## config.mk

```make
export PLATFORM = sky130hd
export DESIGN_NAME = regfile_writeback
export DESIGN_NICKNAME = d
export VERILOG_FILES = /design/src/rtl/regfile_wb_pkg.sv /design/src/rtl/wb_fifo.sv /design/src/rtl/regfile_writeback.sv
export SDC_FILE = /design/constraint.sdc
export NUM_CORES = 1
export LEC_CHECK = 0
export ABC_AREA = 1
export CAP_MARGIN = 20
export CORE_AREA = 4 4 121 123
export CTS_CLUSTER_DIAMETER = 40
export DETAILED_ROUTE_END_ITERATION = 8
export DIE_AREA = 0 0 125 127
export DONT_BUFFER_PORTS = 1
export HOLD_SLACK_MARGIN = 0.12
export PLACE_DENSITY = 0.7
export REMOVE_ABC_BUFFERS = 1
export SLEW_MARGIN = 10
export SYNTH_ARGS = -nofsm -noshare
export SYNTH_HDL_FRONTEND = slang
export SYNTH_SLANG_ARGS = --single-unit
```

## constraint.sdc

```tcl
create_clock -name clk -period 2.95 [get_ports clk]
set_input_delay 0.7375 -clock clk [delete_from_list [all_inputs] [get_ports clk]]
set_output_delay 0.7375 -clock clk [all_outputs]
set_load 0.05 [all_outputs]
```

## src/rtl/regfile_wb_pkg.sv

```systemverilog
// Shared widths and the queue entry type for the register-file write-back front end.
package regfile_wb_pkg;

  localparam int REG_W  = 5;
  localparam int DATA_W = 32;

  typedef struct packed {
    logic [REG_W-1:0]  rd;
    logic [DATA_W-1:0] data;
  } wb_entry_t;

endpackage

```

## src/rtl/wb_fifo.sv

```systemverilog
// Write-back result queue: one push and one pop per cycle, with per-entry {valid, rd}
// exported so the top level can run the scoreboard compare.
module wb_fifo
  import regfile_wb_pkg::*;
#(
  parameter int DEPTH = 4
) (
  input  logic                            clk,
  input  logic                            reset,
  input  logic                            push_i,
  input  wb_entry_t                       push_entry_i,
  input  logic                            pop_i,
  output logic                            full_o,
  output logic                            empty_o,
  output wb_entry_t                       head_o,
  output logic [DEPTH-1:0]                valid_o,
  output logic [DEPTH-1:0][REG_W-1:0]     rd_o
);

  localparam int PTR_W = $clog2(DEPTH);
  localparam int CNT_W = PTR_W + 1;
  localparam logic [CNT_W-1:0] FULL_CNT = CNT_W'(DEPTH);

  wb_entry_t        mem_q [DEPTH];
  logic [DEPTH-1:0] valid_q, valid_d;
  logic [PTR_W-1:0] wr_ptr_q, wr_ptr_d;
  logic [PTR_W-1:0] rd_ptr_q, rd_ptr_d;
  logic [CNT_W-1:0] count_q, count_d;
  logic             push_ok, pop_ok;

  assign full_o  = (count_q == FULL_CNT);
  assign empty_o = (count_q == '0);
  assign push_ok = push_i && !full_o;
  assign pop_ok  = pop_i && !empty_o;
  assign head_o  = mem_q[rd_ptr_q];
  assign valid_o = valid_q;

  always_comb begin
    for (int i = 0; i < DEPTH; i++) rd_o[i] = mem_q[i].rd;
  end

  // Pointers are exactly PTR_W bits wide, so wrap modulo DEPTH is free.
  always_comb begin
    wr_ptr_d = wr_ptr_q;
    rd_ptr_d = rd_ptr_q;
    count_d  = count_q;
    valid_d  = valid_q;
    if (pop_ok) begin
      rd_ptr_d          = rd_ptr_q + 1'b1;
      valid_d[rd_ptr_q] = 1'b0;
    end
    if (push_ok) begin
      wr_ptr_d          = wr_ptr_q + 1'b1;
      valid_d[wr_ptr_q] = 1'b1;
    end
    case ({push_ok, pop_ok})
      2'b10:   count_d = count_q + 1'b1;
      2'b01:   count_d = count_q - 1'b1;
      default: count_d = count_q;
    endcase
  end

  always_ff @(posedge clk) begin
    if (reset) begin
      wr_ptr_q <= '0;
      rd_ptr_q <= '0;
      count_q  <= '0;
      valid_q  <= '0;
    end else begin
      wr_ptr_q <= wr_ptr_d;
      rd_ptr_q <= rd_ptr_d;
      count_q  <= count_d;
      valid_q  <= valid_d;
    end
  end

  always_ff @(posedge clk) begin
    if (push_ok && !reset) mem_q[wr_ptr_q] <= push_entry_i;
  end

endmodule

```

## src/rtl/regfile_writeback.sv

```systemverilog
// Write-side front end for RegFile: MEM>ALU arbitration, x0 filtering, queued writes and
// busy scoreboard. Optional same-cycle bypass on an empty queue under RFWB_BYPASS_EN.
module regfile_writeback
  import regfile_wb_pkg::*;
#(
  parameter int DEPTH = 4
) (
  input  logic              clk,
  input  logic              reset,
  input  logic              alu_valid,
  output logic              alu_ready,
  input  logic [REG_W-1:0]  alu_rd,
  input  logic [DATA_W-1:0] alu_data,
  input  logic              mem_valid,
  output logic              mem_ready,
  input  logic [REG_W-1:0]  mem_rd,
  input  logic [DATA_W-1:0] mem_data,
  output logic [REG_W-1:0]  WriteReg,
  output logic [DATA_W-1:0] WriteData,
  output logic              RegWrite,
  input  logic [REG_W-1:0]  ReadReg1,
  input  logic [REG_W-1:0]  ReadReg2,
  output logic              busy1,
  output logic              busy2
);

  logic                        full, empty;
  logic                        accept, in_live, bypass, push;
  wb_entry_t                   in_entry, head;
  logic [DEPTH-1:0]            ent_valid;
  logic [DEPTH-1:0][REG_W-1:0] ent_rd;

  wb_fifo #(.DEPTH(DEPTH)) u_fifo (
    .clk          (clk),
    .reset        (reset),
    .push_i       (push),
    .push_entry_i (in_entry),
    .pop_i        (!empty),
    .full_o       (full),
    .empty_o      (empty),
    .head_o       (head),
    .valid_o      (ent_valid),
    .rd_o         (ent_rd)
  );

  // Ready depends only on full: a same-cycle pop never frees a slot for the push.
  assign mem_ready = !reset && !full;
  assign alu_ready = !reset && !full && !mem_valid;

  assign in_entry = mem_valid ? wb_entry_t'{rd: mem_rd, data: mem_data}
                              : wb_entry_t'{rd: alu_rd, data: alu_data};
  assign accept   = !reset && !full && (mem_valid || alu_valid);
  assign in_live  = accept && (in_entry.rd != '0);

`ifdef RFWB_BYPASS_EN
  assign bypass = in_live && empty;
`else
  assign bypass = 1'b0;
`endif
  assign push = in_live && !bypass;

  always_comb begin
    RegWrite  = 1'b0;
    WriteReg  = '0;
    WriteData = '0;
    if (!reset) begin
      if (!empty) begin
        RegWrite  = 1'b1;
        WriteReg  = head.rd;
        WriteData = head.data;
      end else if (bypass) begin
        RegWrite  = 1'b1;
        WriteReg  = in_entry.rd;
        WriteData = in_entry.data;
      end
    end
  end

  // The entry popped this cycle still counts; the incoming push does not.
  always_comb begin
    busy1 = 1'b0;
    busy2 = 1'b0;
    for (int i = 0; i < DEPTH; i++) begin
      if (ent_valid[i] && (ent_rd[i] == ReadReg1)) busy1 = 1'b1;
      if (ent_valid[i] && (ent_rd[i] == ReadReg2)) busy2 = 1'b1;
    end
    if (reset || (ReadReg1 == '0)) busy1 = 1'b0;
    if (reset || (ReadReg2 == '0)) busy2 = 1'b0;
  end

endmodule

```

==> results_dict.tcl <==
set metrics [dict create \
    r2r-start "u_fifo.count_q[0]" \
    utilization_pct 61.7 \
    cp_slowest_cell "inv_2" \
    required_ps 2210 \
    drc 0 \
    rsz0062_at_grt "false" \
    grt_max_degree 81 \
    crit_chain "inv_2, buf_12, o21ai_0, a21oi_1, buf_4" \
    antenna_found_initial 0 \
    io_buffers 0 \
    routed_wl_mm 18.1 \
    yosysSeqAreaShare_pct 63.8 \
    ant_nets 0 \
    outcome "finished clean" \
    final_common_cell "nand2_1" \
    cts_tree "yes" \
    yosysWarnings 0 \
    dieArea_um2 15900 \
    wl_per_cell_um 18.3 \
    start_util_pct 53.9 \
    vias 5527 \
    hold_viol 0 \
    place.gp.congestion 0.971 \
    max_cap_viol_count 0 \
    place_area_um2 7910 \
    dr.pass1.iters 5 \
    cp-end-kind "output port" \
    dieWidth_um 125 \
    rows 43 \
    cts_setup_buffers 0 \
    ys_async_sr_fraction_pct 0 \
    area_growth_pct 14.4 \
    synth-seq-cells 161 \
    fin_area_um2 8430 \
    grt_pass1_vias 5414 \
    post-place-ws_ps 290 \
    clock_path_buffers 2 \
    tightest_slew_ps 579 \
    n_antenna_cell 0 \
    drive_gt1_share_pct 12.1 \
    yosysUniqueCellTypes 25 \
    grt_use_total_pct 22.8 \
    p_leak_nw 3.28 \
    drtIter0Drc 539 \
    synth_area_um2 7370 \
    slew_viol_final 0 \
    final_cell_mix "nand2_1, edfxtp_1, nor2_1" \
    cts-htree-levels 4 \
    die_h_um 127 \
    crit_type "reg -> out" \
    viasPerCell 5.59 \
    grt_overflow 0 \
    numClockSinks 161 \
    relSlewSlack_pct 61.3 \
    start_kind "flop" \
    num-fill-cells 1103 \
    crit_fanout 33 \
    hold_class "in -> reg" \
    syn_inst 759 \
    clock_skew_ps 7.29 \
    hpwl_mm 11.8 \
    hold_start "reset" \
    max_stage_delay_ps 430 \
    synth_area_per_cell_um2 9.71 \
    synth_edf_count 148 \
    clk_latency_ps 410 \
    clockRootBuffer "clkbuf_16" \
    fin_crit_sh_pct 94.2 \
    crit_arrival_ps 2040 \
    cts_buffers 17 \
    nets 894 \
    yosys_most_used_dff "edfxtp_1" \
    io_pins 130 \
    powerDensity_nw_per_um2 886 \
    clk_pin_slew_ps 60 \
    fp.coreArea_um2 13700 \
    setup_ws_ps 170 \
    grt_pass1_wl_mm 28.5 \
    ir_drop_v 0.000442 \
    clock.fmax_mhz 360 \
    fin_crit_ps 2780 \
    finalSetupViolCount 0 \
]
## worst paths after layout
check / to / slack, ps / depth (start not counted)
worst min-delay path: u_fifo.valid_o[0] / 380 / 1
worst min register to register: u_fifo.count_q[1] / 480 / 2
worst max register to register: u_fifo.count_q[2] / 780 / 10
worst max-delay path: WriteData[23] / 170 / 5
## routing by layer
layer  wire length, µm  vias to the layer above  share of wire, %  global-route usage (%)
met1              7720                     2600                43                    30.3
met3              1350                       20               7.4                    5.64
met2              8790                      244                49                    37.5
met4               213                        0               1.2                    7.02
li1                  -                     2663                 -                       -
met5                 0                        -                 0                       0
## repair_timing
item / in CTS / in global routing
endpoints found under the setup margin: 0 / 30
resized for setup: 0 / 2
hold buffers: 0 / 0
## worst max-delay path: cells and delay by family (launching register included)
| kind | cells | cell delay [ps] |
|---|---|---|
| flops | 1 | 340 |
| compound gates | 2 | 400 |
| buf+inv | 3 | 890 |
## where the power goes
| part | internal [W] | leakage [nW] | switching [W] |
|---|---|---|---|
| sequential | 0.00273 | 1.46 | 0.0000915 |
| clock | 0.00113 | 0.253 | 0.000827 |
| combinational | 0.000739 | 1.56 | 0.00195 |
| total | 0.00461 | 3.28 | 0.00287 |
## cell type report
type / count / area [µm²] / area share, %
flip-flops and latches: 161 / 4710 / 55.8
multi-input cells: 515 / 2340 / 27.7
repair buffers: 54 / 455 / 5.40
clock buffers: 17 / 425 / 5.05
well taps: 180 / 225 / 2.67
inverters: 48 / 183 / 2.17
clock inverters: 13 / 97.6 / 1.16
## synthesized netlist by cell type, drive strengths merged, types with 8 or more instances
master	instances	area [µm²]
a21oi	71	355
buf	13	66.3
clkbuf	22	82.6
dfxtp	13	260
edfxtp	148	4440
ha	8	100
inv	46	173
nand2	157	597
nand3	11	60.1
nor2	148	561
o21ai	91	455
o22ai	18	113
## stage by stage
stage | cells | TNS [ps] | power (W) | hold slack [ps]
final | 988 | 0 | 0.00747 | 383
after global placement | 958 | 0 | 0.00551 | 462
after CTS | 988 | 0 | 0.00752 | 365
after global routing | 988 | 0 | 0.00785 | 362
after floorplan | 724 | -25690 | 0.00467 | 443
after detailed placement | 958 | 0 | 0.00556 | 470
## state kept, by name (all words and copies together), names as in the netlist, named ones only
register	cells
u_fifo.rd_ptr_q	2
u_fifo.count_q	3
u_fifo.valid_o	4
u_fifo.wr_ptr_q	2
u_fifo.mem_q	148
## kinds of logic after synthesis
group	count (synthesis)	share of synthesized area, %
flip-flops	161	63.8
buffers and inverters	83	4.46
AND/OR/NAND/NOR	319	16.8
XOR/XNOR	4	0.475
AO/OA/AOI/OAI	183	12.8
adder cells (fa/ha/maj)	9	1.63
(Power assumes the default switching activity.)
